`src/rtl/hs_pkg.sv`:
```
// rtl/hs_pkg.sv - shared handshake state codes and rest levels
package hs_pkg;

  // Input side: consumer of the dav_/rfd handshake
  typedef enum logic {
    I_WAIT = 1'b0,
    I_ACK  = 1'b1
  } in_state_t;

  // Output side: responder of the soc/eoc handshake
  typedef enum logic [1:0] {
    O_IDLE = 2'd0,
    O_BUSY = 2'd1,
    O_DONE = 2'd2
  } out_state_t;

  // Levels each handshake line sits at when nothing is happening
  localparam logic DAV_IDLE = 1'b1;
  localparam logic RFD_IDLE = 1'b1;
  localparam logic EOC_IDLE = 1'b1;

endpackage

```
`src/rtl/dav_soc_bridge_if.sv`:
```
// rtl/dav_soc_bridge_if.sv - producer/initiator side signals of the bridge
interface dav_soc_bridge_if #(
  parameter int W     = 8,
  parameter int DEPTH = 4
);
  logic [W-1:0]            din;
  logic                    dav_;
  logic                    rfd;
  logic                    soc;
  logic                    eoc;
  logic [W-1:0]            dout;
  logic [$clog2(DEPTH):0]  count;

  // Environment side: produces words and requests conversions
  modport master (
    output din, dav_, soc,
    input  rfd, eoc, dout, count
  );

  // Bridge side
  modport slave (
    input  din, dav_, soc,
    output rfd, eoc, dout, count
  );
endinterface

```
`src/rtl/fifo_mem.sv`:
```
// rtl/fifo_mem.sv - word storage, wrapping pointers and occupancy count
module fifo_mem #(
  parameter int W     = 8,
  parameter int DEPTH = 4
) (
  input  logic                   clock,
  input  logic                   reset_,
  input  logic                   push,
  input  logic                   pop,
  input  logic [W-1:0]           wdata,
  output logic                   full,
  output logic                   empty,
  output logic [W-1:0]           head,
  output logic [$clog2(DEPTH):0] count
);
  localparam int AW = $clog2(DEPTH);
  localparam logic [AW:0] DEPTH_C = (AW + 1)'(DEPTH);

  logic [W-1:0]  mem [DEPTH];
  logic [AW-1:0] wp;
  logic [AW-1:0] rp;

  // Write the pushed word; stale contents are unreachable after reset, so no reset here
  always_ff @(posedge clock) begin
    if (push) mem[wp] <= wdata;
  end

  // Pointers wrap naturally at DEPTH; count nets out a simultaneous push and pop
  always_ff @(posedge clock or negedge reset_) begin
    if (!reset_) begin
      wp    <= '0;
      rp    <= '0;
      count <= '0;
    end else begin
      if (push) wp <= wp + 1'b1;
      if (pop)  rp <= rp + 1'b1;
      if (push && !pop)      count <= count + 1'b1;
      else if (pop && !push) count <= count - 1'b1;
    end
  end

  // Head is read from the pre-edge pointer, so a word written this edge is not visible until next
  assign head  = mem[rp];
  assign full  = (count == DEPTH_C);
  assign empty = (count == '0);
endmodule

```
`src/rtl/dav_soc_bridge.sv`:
```
// rtl/dav_soc_bridge.sv - dav_/rfd to soc/eoc elastic bridge (two FSMs around a FIFO)
module dav_soc_bridge
  import hs_pkg::*;
#(
  parameter int W     = 8,
  parameter int DEPTH = 4
) (
  input  logic            clock,
  input  logic            reset_,
  dav_soc_bridge_if.slave bus
);
  in_state_t  in_state;
  out_state_t out_state;
  logic       push;
  logic       pop;
  logic       full;
  logic       empty;
  logic [W-1:0] head;

  // A push needs a fresh dav_ and room; a full FIFO leaves din unsampled
  assign push = (in_state == I_WAIT) && (bus.dav_ != DAV_IDLE) && !full;
  // A pop needs soc released and a stored word from a previous edge
  assign pop  = (out_state == O_BUSY) && !bus.soc && !empty;

  fifo_mem #(.W(W), .DEPTH(DEPTH)) u_mem (
    .clock (clock),
    .reset_(reset_),
    .push  (push),
    .pop   (pop),
    .wdata (bus.din),
    .full  (full),
    .empty (empty),
    .head  (head),
    .count (bus.count)
  );

  // Input FSM: acknowledge a sampled word by dropping rfd until dav_ returns high
  always_ff @(posedge clock or negedge reset_) begin
    if (!reset_) begin
      in_state <= I_WAIT;
      bus.rfd  <= RFD_IDLE;
    end else begin
      case (in_state)
        I_WAIT: if (push) begin
          bus.rfd  <= ~RFD_IDLE;
          in_state <= I_ACK;
        end
        I_ACK: if (bus.dav_ == DAV_IDLE) begin
          bus.rfd  <= RFD_IDLE;
          in_state <= I_WAIT;
        end
      endcase
    end
  end

  // Output FSM: hold eoc low from soc until a word has been loaded into dout for a full cycle
  always_ff @(posedge clock or negedge reset_) begin
    if (!reset_) begin
      out_state <= O_IDLE;
      bus.eoc   <= EOC_IDLE;
      bus.dout  <= '0;
    end else begin
      case (out_state)
        O_IDLE: if (bus.soc) begin
          bus.eoc   <= ~EOC_IDLE;
          out_state <= O_BUSY;
        end
        O_BUSY: if (pop) begin
          bus.dout  <= head;
          out_state <= O_DONE;
        end
        O_DONE: begin
          bus.eoc   <= EOC_IDLE;
          out_state <= O_IDLE;
        end
        default: begin
          bus.eoc   <= EOC_IDLE;
          out_state <= O_IDLE;
        end
      endcase
    end
  end
endmodule

```
`src/flat_wrapper.sv`:
```
// flat-port wrapper written by rule: the top's interface ports become plain ports
module dav_soc_bridge_flat import hs_pkg::*;
#(
  parameter int W     = 8,
  parameter int DEPTH = 4
)
  (clock, reset_, bus_din, bus_dav_, bus_soc, bus_rfd, bus_eoc, bus_dout, bus_count);
  dav_soc_bridge_if #(.W(W), .DEPTH(DEPTH)) bus_i ();
  input  logic clock;
  input  logic reset_;
  input wire logic [$bits(bus_i.din)-1:0] bus_din;
  input wire logic [$bits(bus_i.dav_)-1:0] bus_dav_;
  input wire logic [$bits(bus_i.soc)-1:0] bus_soc;
  output wire logic [$bits(bus_i.rfd)-1:0] bus_rfd;
  output wire logic [$bits(bus_i.eoc)-1:0] bus_eoc;
  output wire logic [$bits(bus_i.dout)-1:0] bus_dout;
  output wire logic [$bits(bus_i.count)-1:0] bus_count;
  assign bus_i.din = bus_din;
  assign bus_i.dav_ = bus_dav_;
  assign bus_i.soc = bus_soc;
  assign bus_rfd = bus_i.rfd;
  assign bus_eoc = bus_i.eoc;
  assign bus_dout = bus_i.dout;
  assign bus_count = bus_i.count;
  dav_soc_bridge #(.W(W), .DEPTH(DEPTH)) u_core (.clock(clock), .reset_(reset_), .bus(bus_i));
endmodule
```
`config.mk`:
```
export PLATFORM = sky130hd
export DESIGN_NAME = dav_soc_bridge_flat
export DESIGN_NICKNAME = d
export VERILOG_FILES = /design/src/rtl/hs_pkg.sv /design/src/rtl/dav_soc_bridge_if.sv /design/src/rtl/fifo_mem.sv /design/src/rtl/dav_soc_bridge.sv /design/src/flat_wrapper.sv
export SDC_FILE = /design/constraint.sdc
export NUM_CORES = 1
export LEC_CHECK = 0
export ABC_AREA = 1
export BUFFER_PORTS_ARGS = -buffer_cell sky130_fd_sc_hd__buf_4
export CAP_MARGIN = 20
export CORE_UTILIZATION = 55
export DETAILED_ROUTE_END_ITERATION = 8
export PLACE_DENSITY = 0.75
export SLEW_MARGIN = 30
export SYNTH_ARGS = -nofsm -noshare
export SYNTH_HDL_FRONTEND = slang
export SYNTH_SLANG_ARGS = --single-unit
```
`constraint.sdc`:
```
create_clock -name clock -period 2.55 [get_ports clock]
set_input_delay 0.3825 -clock clock [delete_from_list [all_inputs] [get_ports clock]]
set_output_delay 0.3825 -clock clock [all_outputs]
set_load 0.05 [all_outputs]
```
=== Yosys cells after proc, flatten, opt, wreduce, memory -nomap -nowiden ===
Memories as Yosys holds them, arrays and structs flattened. A register that Yosys moved wholly into a read port is not among the register bits.
Index checks and enable logic that the tools add are counted.

* Flip-flop bits (word level): 12
* Bits in latches: 0
* RAM bits: 32
* Memory bits (read-only): 0
* Input port bits: 12
* Output and inout port bits: 13
* Memories: 1

* $add $sub $neg: 4
* Multipliers: 0
* Divide/modulo/power cells: 0
* Magnitude comparators: 0
* Eq/ne operators: 6
* Shift operators: 0
* Multiplexer cells: 14
* Bitwise operators: 3
* Reduce and logical (&&, ||, !) cells: 19

{| class="wikitable"
|+ Memory list
! memory !! words !! width !! read ports !! clocked after memory_dff !! wr ports !! line !! source
|-
| u_core.u_mem.mem || 4 || 8 || 1 || 1 || 1 || fifo_mem.sv:19 || <nowiki>logic [W-1:0] mem [DEPTH];</nowiki>
|}

{| class="wikitable"
|+ Operators by type and width
! operator !! number
|-
| $ne A2 B2 Y1 const B || 4
|-
| $reduce_and A2 Y1 || 4
|-
| $logic_and A1 B1 Y1 || 6
|-
| $logic_not A1 Y1 || 6
|-
| $mux W1 || 6
|-
| $mux W3 || 2
|-
| $pmux W1 S2 || 3
|-
| $add A2 B1 Y2 const B || 2
|-
| $mux W2 || 2
|-
| $pmux W2 S2 || 1
|-
| $add A3 B1 Y3 const B || 1
|-
| $eq A3 B3 Y1 const B || 1
|-
| $logic_not A3 Y1 || 1
|-
| $not A1 Y1 || 3
|-
| $sub A3 B1 Y3 const B || 1
|-
| $eq A2 B1 Y1 const B || 1
|-
| $logic_not A2 Y1 || 1
|-
| $reduce_bool A2 Y1 || 1
|}

=== Depth between registers and ports, before layout ===
Gate-level depths: netlist of run 1.

* Depth in word-level cells: 7
* Depth in mapped cells: 11
* Mapped depth without buffers: 11

=== Cells and area by module ===
From an unflattened synthesis of run 1, not the netlist that was laid out.

* Cells, all modules: 199
* Area, all modules: 2247.2 µm²

{| class="wikitable"
|+ Modules (own cells, without submodules)
! module !! times used !! cells each !! area each (µm²) !! seq. area each (µm²)
|-
| fifo_mem || 1 || 141 || 1704.1 || 1136.1
|-
| dav_soc_bridge || 1 || 58 || 543.0 || 327.8
|}

=== Least setup slack after synthesis of run 1 ===
OpenSTA, ideal clock, no wires.

* Path kind: register -> register
* From: register u_core.u_mem.count[1]
* To: register u_core.u_mem.count[2]
* Setup time: 123 ps
* Arrival time: 2005 ps
* Path slack: 422 ps
* Stages on the path, launching flop included: 11
* Buffers on the path: 0
* Path through: dfrtp_1 inv_1 nand3_1 nand3_2 inv_1 ha_1 inv_1 fa_1 nand2_1 nand3_1 xor2_1

* Word-level cells in the longest chain between the ends: 6

{| class="wikitable"
|+ RTL lines
! element !! line !! source
|-
| start, declared || fifo_mem.sv:14 || <nowiki>output logic [$clog2(DEPTH):0] count</nowiki>
|-
| start signal, assigned || fifo_mem.sv:37 || <nowiki>if (push && !pop) count <= count + 1'b1;</nowiki>
|-
| start signal, assigned || fifo_mem.sv:38 || <nowiki>else if (pop && !push) count <= count - 1'b1;</nowiki>
|-
| $eq A3 B3 Y1 * || fifo_mem.sv:44 || <nowiki>assign full = (count == DEPTH_C);</nowiki>
|-
| $logic_not A1 Y1 * || dav_soc_bridge.sv:21 || <nowiki>assign push = (in_state == I_WAIT) && (bus.dav_ != DAV_IDLE) && !full;</nowiki>
|-
| $logic_and A1 B1 Y1 * || dav_soc_bridge.sv:21 ||
|-
| net u_core.push || dav_soc_bridge.sv:14 || <nowiki>logic push;</nowiki>
|-
| $logic_not A1 Y1 || fifo_mem.sv:38 ||
|-
| $logic_and A1 B1 Y1 || fifo_mem.sv:38 ||
|-
| $reduce_bool A2 Y1 (no line) || - ||
|}

The timed path passes the listed nets; every way through them passes the cells marked *. The select of a mux whose other input is x is not followed.
A chain may end at the register's enable or synchronous reset.

=== Final worst setup path of run 1 ===
Ends and elaborated chain as after synthesis.

==> results of run 1 <==
==> sequential cells by signal, indices dropped and copies added, names as in the netlist <==
register / flops
u_core.out_state: 2
u_core.bus.eoc: 1
u_core.in_state: 1
u_core.bus.dout: 8
u_core.u_mem.rp: 2
u_core.u_mem.count: 3
u_core.bus.rfd: 1
u_core.u_mem.mem: 32
u_core.u_mem.wp: 2
==> worst reg2reg max path, delay by kind of cell (launching register included) <==
family | cells | cell delay, ns
AND/OR/NAND/NOR | 4 | 0.47
XOR/XNOR | 1 | 0.15
flip-flops | 1 | 0.41
adder cells (fa/ha/maj) | 2 | 0.54
buffers and inverters | 3 | 0.27
==> kinds of logic after synthesis <==
family | Yosys count
AOI/OAI and AO/OA | 5
buffers and inverters | 59
and+or+nand+nor | 110
DFF | 52
adders and majority gates | 6
xor gates and xnor gates | 3
==> per-stage QoR <==
step | hold slack, ns | std cells | worst slack (ns) | util [%] | power (mW)
6_report | 0.272 | 317 | 0.601 | 66.5 | 3.20
3_5_place_dp | 0.271 | 308 | 0.613 | 63.6 | 2.68
5_1_grt | 0.258 | 317 | 0.464 | 66.5 | 3.46
4_1_cts | 0.267 | 317 | 0.600 | 66.5 | 3.23
3_3_place_gp | 0.271 | 308 | 0.694 | 63.6 | 2.65
2_1_floorplan | 0.0869 | 235 | 0.422 | - | 2.35
==> power groups by stage <==
| stage | Clock [mW] | Combinational (mW) | Sequential (mW) |
|---|---|---|---|
| 2_1_floorplan | 0 | 0.746 | 1.61 |
| 3_3_place_gp | 0 | 1.31 | 1.34 |
| 3_5_place_dp | 0 | 1.33 | 1.35 |
| 4_1_cts | 0.560 | 1.34 | 1.33 |
| 5_1_grt | 0.599 | 1.49 | 1.37 |
| 6_report | 0.547 | 1.33 | 1.33 |
==> repair_timing <==
item,in CTS,in global routing
resized for setup,0,0
hold endpoints to repair,18,0
hold buffers,1,0
==> worst paths after layout <==
check	depth (start not counted)	to
setup reg to reg	10	u_core.u_mem.count[2]$_DFFE_PN0P_
max in group asynchronous	2	u_core.bus.rfd$_DFFE_PN1P_
hold reg to reg	2	u_core.bus.eoc$_DFFE_PN1P_
setup / recovery	10	u_core.u_mem.count[2]$_DFFE_PN0P_
hold / removal	1	u_core.u_mem.mem[2][7]$_DFFE_PP_
min in group asynchronous	2	u_core.bus.dout[3]$_DFFE_PN0P_
==> layout by cell type (no fill, tap or decap) <==
cell,instances
clkinvlp_2,1
xnor2_1,1
a21oi_1,1
edfxtp_1,32
dfrtp_1,18
nand2_1,70
xor2_1,2
clkbuf_1,1
fa_1,1
nand2_4,1
inv_1,51
inv_6,1
nor2_2,1
inv_2,1
dfstp_2,2
nand3_1,18
nor2_1,5
buf_4,29
nand3_2,3
nand2_2,9
bufinv_16,1
clkbuf_8,5
dlygate4sd3_1,1
nor2_4,1
ha_1,5
o21ai_0,4
nand4_1,2
==> cell type report <==
cell class	instances	area (um^2)	area share [%]
Sequential cell	52	1460	54.2
Multi-Input combinational cell	124	633	23.5
Timing Repair Buffer	30	228	8.44
Inverter	53	204	7.56
Clock buffer	6	72.6	2.69
Tap cell	50	62.6	2.32
Clock inverter	2	35.0	1.30
==> layer usage <==
metal | track usage (%) | share of wire, % | vias to the layer above
li1 | - | - | 776
met1 | 26.1 | 46 | 693
met2 | 32.3 | 48 | 28
met3 | 4.05 | 3.7 | 8
met4 | 9.57 | 2.1 | 0
met5 | 0 | 0 | -
==> summary.txt, run 1 <==
Run status
  • Status: finished clean

Floorplanning
  • IO Pins: 25
  • Die width: 67.5 um
  • Core area: 4060 um^2
  • Initial Utilization: about three fifths
  • DIE HEIGHT: 67.5 um
  • # rows: 23
  • Die area: 4550 um^2

Critical path
  • Critical Path AT: 2.14 ns
  • Worst Path Buf+Inv: 3
  • Critical path peak fanout: 8
  • Cell mode on critical path: inv_1
  • CP max-delay cell: dfrtp_1
  • Start of the worst register-to-register path: u_core.u_mem.count[1]$_DFFE_PN0P_
  • Worst setup EP type: register
  • Startpoint Class: register
  • Flop-to-flop setup slack: 0.60 ns
  • CP Class: reg -> reg
  • Crit path launch: u_core.u_mem.count[1]$_DFFE_PN0P_
  • WP data required: 2.75 ns
  • Largest stage delay on the critical path: 0.41 ns
  • CP Cell Sequence: inv_1, nand3_1, nand3_2, inv_1, ha_1, inv_1, fa_1, nand2_1, nand3_1, xor2_1
  • Family with the most delay on the worst path: adder cells

Layout
  • Inserted Diodes: 0
  • Layout cells sized above 1: 20.6%
  • P&R area growth vs syn: 14.6%
  • Fill count: 334
  • Post-route design area: 2700 um^2
  • Nets: 284

Yosys
  • Synth area leader: edfxtp_1
  • Register area share after synthesis: 62.1%
  • Post-Synth Simple-Gate Area: 21.2%
  • Synth Instances: about 240
  • Compound-Gate Fraction of Synth Area: 1.06%
  • Commonest cells post-synth: nand2_1, inv_1, edfxtp_1, dfrtp_1, nand3_1
  • Synth Flop Type: edfxtp_1
  • Synth Register Bits: 52
  • Ys Warns: 0
  • Fraction of registers with async set or reset after synthesis: 38.5%
  • Top cells by area, synth: edfxtp_1, dfrtp_1, nand2_1, inv_1, nand3_1
  • Cell with the most instances after synthesis: nand2_1
  • Mapped cell area: 2360 um^2
  • Syn Nets: approximately 250
  • Unique cell type count in the Yosys netlist: 25
  • Post-synth top area share: 40.8%
  • Area share of xor/xnor cells in the synthesized design: 1.12%
  • Largest family of logic cells by synthesized area: simple AND/OR/NAND/NOR gates
  • Post-synthesis adder-cell area fraction: 3.51%
  • Mux cell area share after synthesis: 0%
  • Syn_area_per_cell: 10.0 um^2
  • Post-synth EDFFs: 32

Routing
  • DR WL/cell: 12.0 um
  • DRC Markers: 0
  • Vias: between 1500 and 2000
  • Remaining antenna violation count after routing: 0
  • Vias per cell: 4.75
  • Router iterations before antenna repair: 4
  • DRT Wirelength: 3.80 mm
  • DRT iter0 DRCs: 136

Power and ir drop
  • Cell internal pwr: 1.86 mW
  • Peak supply drop: 0.456 mV
  • NetSw: around 1.3 mW
  • Combinational share of power: 41.5%
  • Flop pwr share: 41.4%
  • Clock power frac: 17.1%
  • Switch share: 41.9%
  • Leak pwr: 1.34 nW
  • Power Dens Cells: around 1200 nW/um^2

STA
  • Tmin final: around 1.9 ns
  • Pin slew with the least headroom to its limit: 0.713 ns
  • Clock Skew: 0.00769 ns
  • Final setup viols: 0
  • Final Hold Violating Endpoints: 0
  • Setup TNS: 0 ns
  • Max frequency: 513 MHz
  • RSZ-0062 raised after global routing: false
  • Max-slew headroom: 52.5%
  • Max Slew Vio Count: 0
  • Crit share post-route: 76.4%

Global routing
  • Total gr overflow: 0
  • Vias in the first global route: 1396
  • Initial antenna violation count: 0
  • First-pass GRT wire length: around 6.4 mm
  • Largest net degree at the start of global routing: 21
  • Total GRT Usage: 20.1%

Hold path
  • HP Start: bus_din[7]
  • Tightest Hold Check Type: in -> reg

Clock network
  • Clock-pin slew on the worst setup and hold paths: 0.09 ns
  • Clock Sinks: 52
  • CTS Buf Count: 5
  • Clock root buffer: clkbuf_8
  • Setup Fix Bufs, Post-CTS: 0
  • CTS Buffer Depth: 2
  • CTS tree: done
  • CTS H-tree depth: 2
  • Latest clock arrival within the worst-skew pair: 0.31 ns

Place
  • Dpl cell area: 2580 um^2
  • # port buffers: 24
  • Hpwl dp: around 2.6 mm
  • Routability Congestion: 0.725

Job
  • Max-cap violation count: 0
Note: power is estimated with default switching activity, not from simulation.
==> inputs of run 2 (changes only) <==
==> constraint.sdc (replaced) <==
create_clock -name clock -period 1.95 [get_ports clock]
set_input_delay 0.2925 -clock clock [delete_from_list [all_inputs] [get_ports clock]]
set_output_delay 0.2925 -clock clock [all_outputs]
set_load 0.05 [all_outputs]
==> run 2 against run 1 <==
Sequential power is 27% higher. Utilization up 0.31 points. Worst hold slack worse by 0.087 ns. Die area is the same. Non-clock buffer count rose by 4. Cell area rose by 0.46%. Largest power group is now combinational logic. First-iteration DRC count fell by 52%. Via count is 0.47% higher. Final cell count is 1.3% higher. Largest cell class unchanged. Critical path depth fell by 1. Count of clock-buffer cells in the layout increased by 1. Critical path type unchanged. Total power is 29% higher.
==> summary.txt, run 2 (same netlist as run 1, synthesis figures left out) <==
Run status
  • Status: finished clean

Floorplanning
  • Die area: 4550 um^2 (unchanged)
  • Initial Utilization: 58.1% (unchanged)
  • DIE HEIGHT: 67.5 um (unchanged)
  • IO Pins: 25 (unchanged)
  • Die width: 67.5 um (unchanged)
  • # rows: 23 (unchanged)
  • Core area: 4060 um^2 (unchanged)

Clock network
  • Clock-pin slew on the worst setup and hold paths: 0.08 ns (about the same)
  • Clock root buffer: clkbuf_8
  • CTS H-tree depth: 2 (unchanged)
  • PostCTS Resize Cnt: 0 (unchanged)
  • CTS Buf Count: 5 (unchanged)
  • Clock Sinks: 52 (unchanged)
  • Latest clock arrival within the worst-skew pair: 0.30 ns (about the same)
  • CTS tree: done
  • CTS Buffer Depth: 2 (unchanged)

Layout
  • Commonest non-fill, non-tap cell in the layout: nand2_1
  • Fill count: 320 (-4.2%)
  • Post-route design area: 2710 um^2 (+0.46%)
  • Inserted Diodes: 0 (unchanged)
  • Regs by FF count: u_core.u_mem.mem x32, u_core.bus.dout x8, u_core.u_mem.count x3
  • FF/Latch Area: 1470 um^2 (+0.26%)
  • Most frequent cells in the layout: nand2_1, inv_1, buf_4
  • P&R area growth vs syn: 15.1%
  • Layout cells sized above 1: 23.2% (+2.6 points)
  • Final Instance Count excl. Fillers: 321 (+1.3%)
  • Top reg by flops: u_core.u_mem.mem
  • Largest register FFs: 32 (unchanged)
  • Nets: 288 (+1.4%)
  • Multi-input gate area: 638 um^2 (+0.79%)

Critical path
  • CP Class: reg -> reg
  • Worst setup EP type: register
  • R2R cell count: 9 (-1)
  • Critical Path AT: 1.94 ns (-0.20 ns)
  • Critical path peak fanout: 3 (-5)
  • Startpoint Class: register
  • WP data required: 2.15 ns (-0.60 ns)

Routing
  • DRC Markers: 0 (unchanged)
  • DRT Wirelength: 3.80 mm (+0.16%)
  • DR WL/cell: 11.8 um (-1.1%)
  • Met1 Routed Length: 1.78 mm (+1.6%)
  • Met2 WL: 1.82 mm (-0.55%)
  • Vias per cell: 4.71 (-0.79%)
  • Remaining antenna violation count after routing: 0 (unchanged)
  • Metal3 WL: 117 um (-17%)
  • Uppermost layer routed: met4
  • DRT iter0 DRCs: 65 (-52%)
  • Router iterations before antenna repair: 4 (unchanged)
  • Vias: 1512 (+0.47%)

Job
  • Max-cap violation count: 0 (unchanged)

STA
  • Tmin final: 1.74 ns (-0.207 ns)
  • Max Slew Vio Count: 0 (unchanged)
  • Setup TNS: 0 ns (unchanged)
  • Pin slew with the least headroom to its limit: 0.512 ns (-0.200 ns)
  • Final Hold Violating Endpoints: 0 (unchanged)
  • Final setup viols: 0 (unchanged)
  • Max frequency: 574 MHz (+12%)
  • Crit share post-route: 89.3% (+13 points)
  • Clock Skew: 0.00688 ns (-0.000811 ns)
  • Max-slew headroom: 65.8% (+13 points)
  • RSZ-0062 raised after global routing: false

Place
  • Dpl cell area: 2620 um^2 (+1.5%)
  • # port buffers: 24 (unchanged)
  • Routability Congestion: 0.753 (+3.9%)
  • Placed cells: 312 (+1.3%)
  • Hpwl dp: 2.70 mm (+2.3%)

Global routing
  • Vias in the first global route: 1428 (+2.3%)
  • Total gr overflow: 0 (unchanged)
  • Largest net degree at the start of global routing: 21 (unchanged)
  • Initial antenna violation count: 0 (unchanged)
  • Total GRT Usage: 19.5% (-0.57 points)
  • First-pass GRT wire length: 6.22 mm (-3.0%)

Power and ir drop
  • Total Power: 4.12 mW (+29%)
  • Peak supply drop: 0.713 mV (+56%)
  • Leak pwr: 1.35 nW (+0.61%)
  • Power Dens Cells: 1520 nW/um^2 (+28%)

Hold path
  • Tightest Hold Check Type: in -> reg
  • Hold path cells: 1 (unchanged)
==> run 2: per-stage QoR <==
stage                     util, %  hold slack [ns]  worst slack [ns]
after CTS                    66.8            0.173             0.197
after floorplan                 -         -0.00309            0.0124
after global routing         66.8            0.176            0.0766
after detailed placement     64.6            0.181             0.208
after global placement       64.6            0.181             0.255
final                        66.8            0.185             0.208
==> run 2: worst paths after layout <==
kind,from,slack [ns],endpoint
hold / removal,bus_din[2],0.19,u_core.u_mem.mem[3][2]$_DFFE_PP_
setup reg to reg,u_core.u_mem.count[2]$_DFFE_PN0P_,0.21,u_core.u_mem.count[2]$_DFFE_PN0P_
max in group asynchronous,reset_,1.29,u_core.bus.rfd$_DFFE_PN1P_
setup / recovery,u_core.u_mem.count[2]$_DFFE_PN0P_,0.21,u_core.u_mem.count[2]$_DFFE_PN0P_
hold reg to reg,u_core.bus.eoc$_DFFE_PN1P_,0.48,u_core.bus.eoc$_DFFE_PN1P_
min in group asynchronous,reset_,0.39,u_core.bus.dout[7]$_DFFE_PN0P_
==> run 2: final cells by class <==
type | count | area share (%)
Multi-Input combinational cell | 124 | 23.5
Inverter | 53 | 7.52
Tap cell | 50 | 2.31
Clock inverter | 1 | 0.185
Clock buffer | 7 | 2.81
Timing Repair Buffer | 34 | 9.51
Sequential cell | 52 | 54.1
==> run 2: repair_timing <==
action | 4_1_cts | 5_1_grt
endpoints found under the hold margin | 18 | 0
buffers inserted | 0 | 0
hold buffers | 1 | 0
==> run 2: worst max-delay path, cell delays in order, from the launching register on <==
cell and delay, ns:
dfrtp_2 0.43, inv_1 0.10, nand3_1 0.10, nand3_1 0.10, ha_1 0.17, inv_1 0.06, fa_1 0.38, nand2_1 0.08
nand3_1 0.08, xor2_1 0.14
==> run 2: layer usage <==
| metal | GRT usage (%) | vias to the layer above |
|---|---|---|
| met5 | 0 | - |
| met4 | 10.9 | 0 |
| met3 | 4.56 | 9 |
| met2 | 31.8 | 23 |
| met1 | 23.9 | 697 |
| li1 | - | 783 |
==> run 2: report_power, final <==
| part | switching (mW) | internal, mW | leakage (nW) |
|---|---|---|---|
| Combinational | 1.25 | 0.607 | 0.779 |
| Clock | 0.320 | 0.252 | 0.0422 |
| Sequential | 0.198 | 1.49 | 0.530 |
| Total | 1.77 | 2.35 | 1.35 |
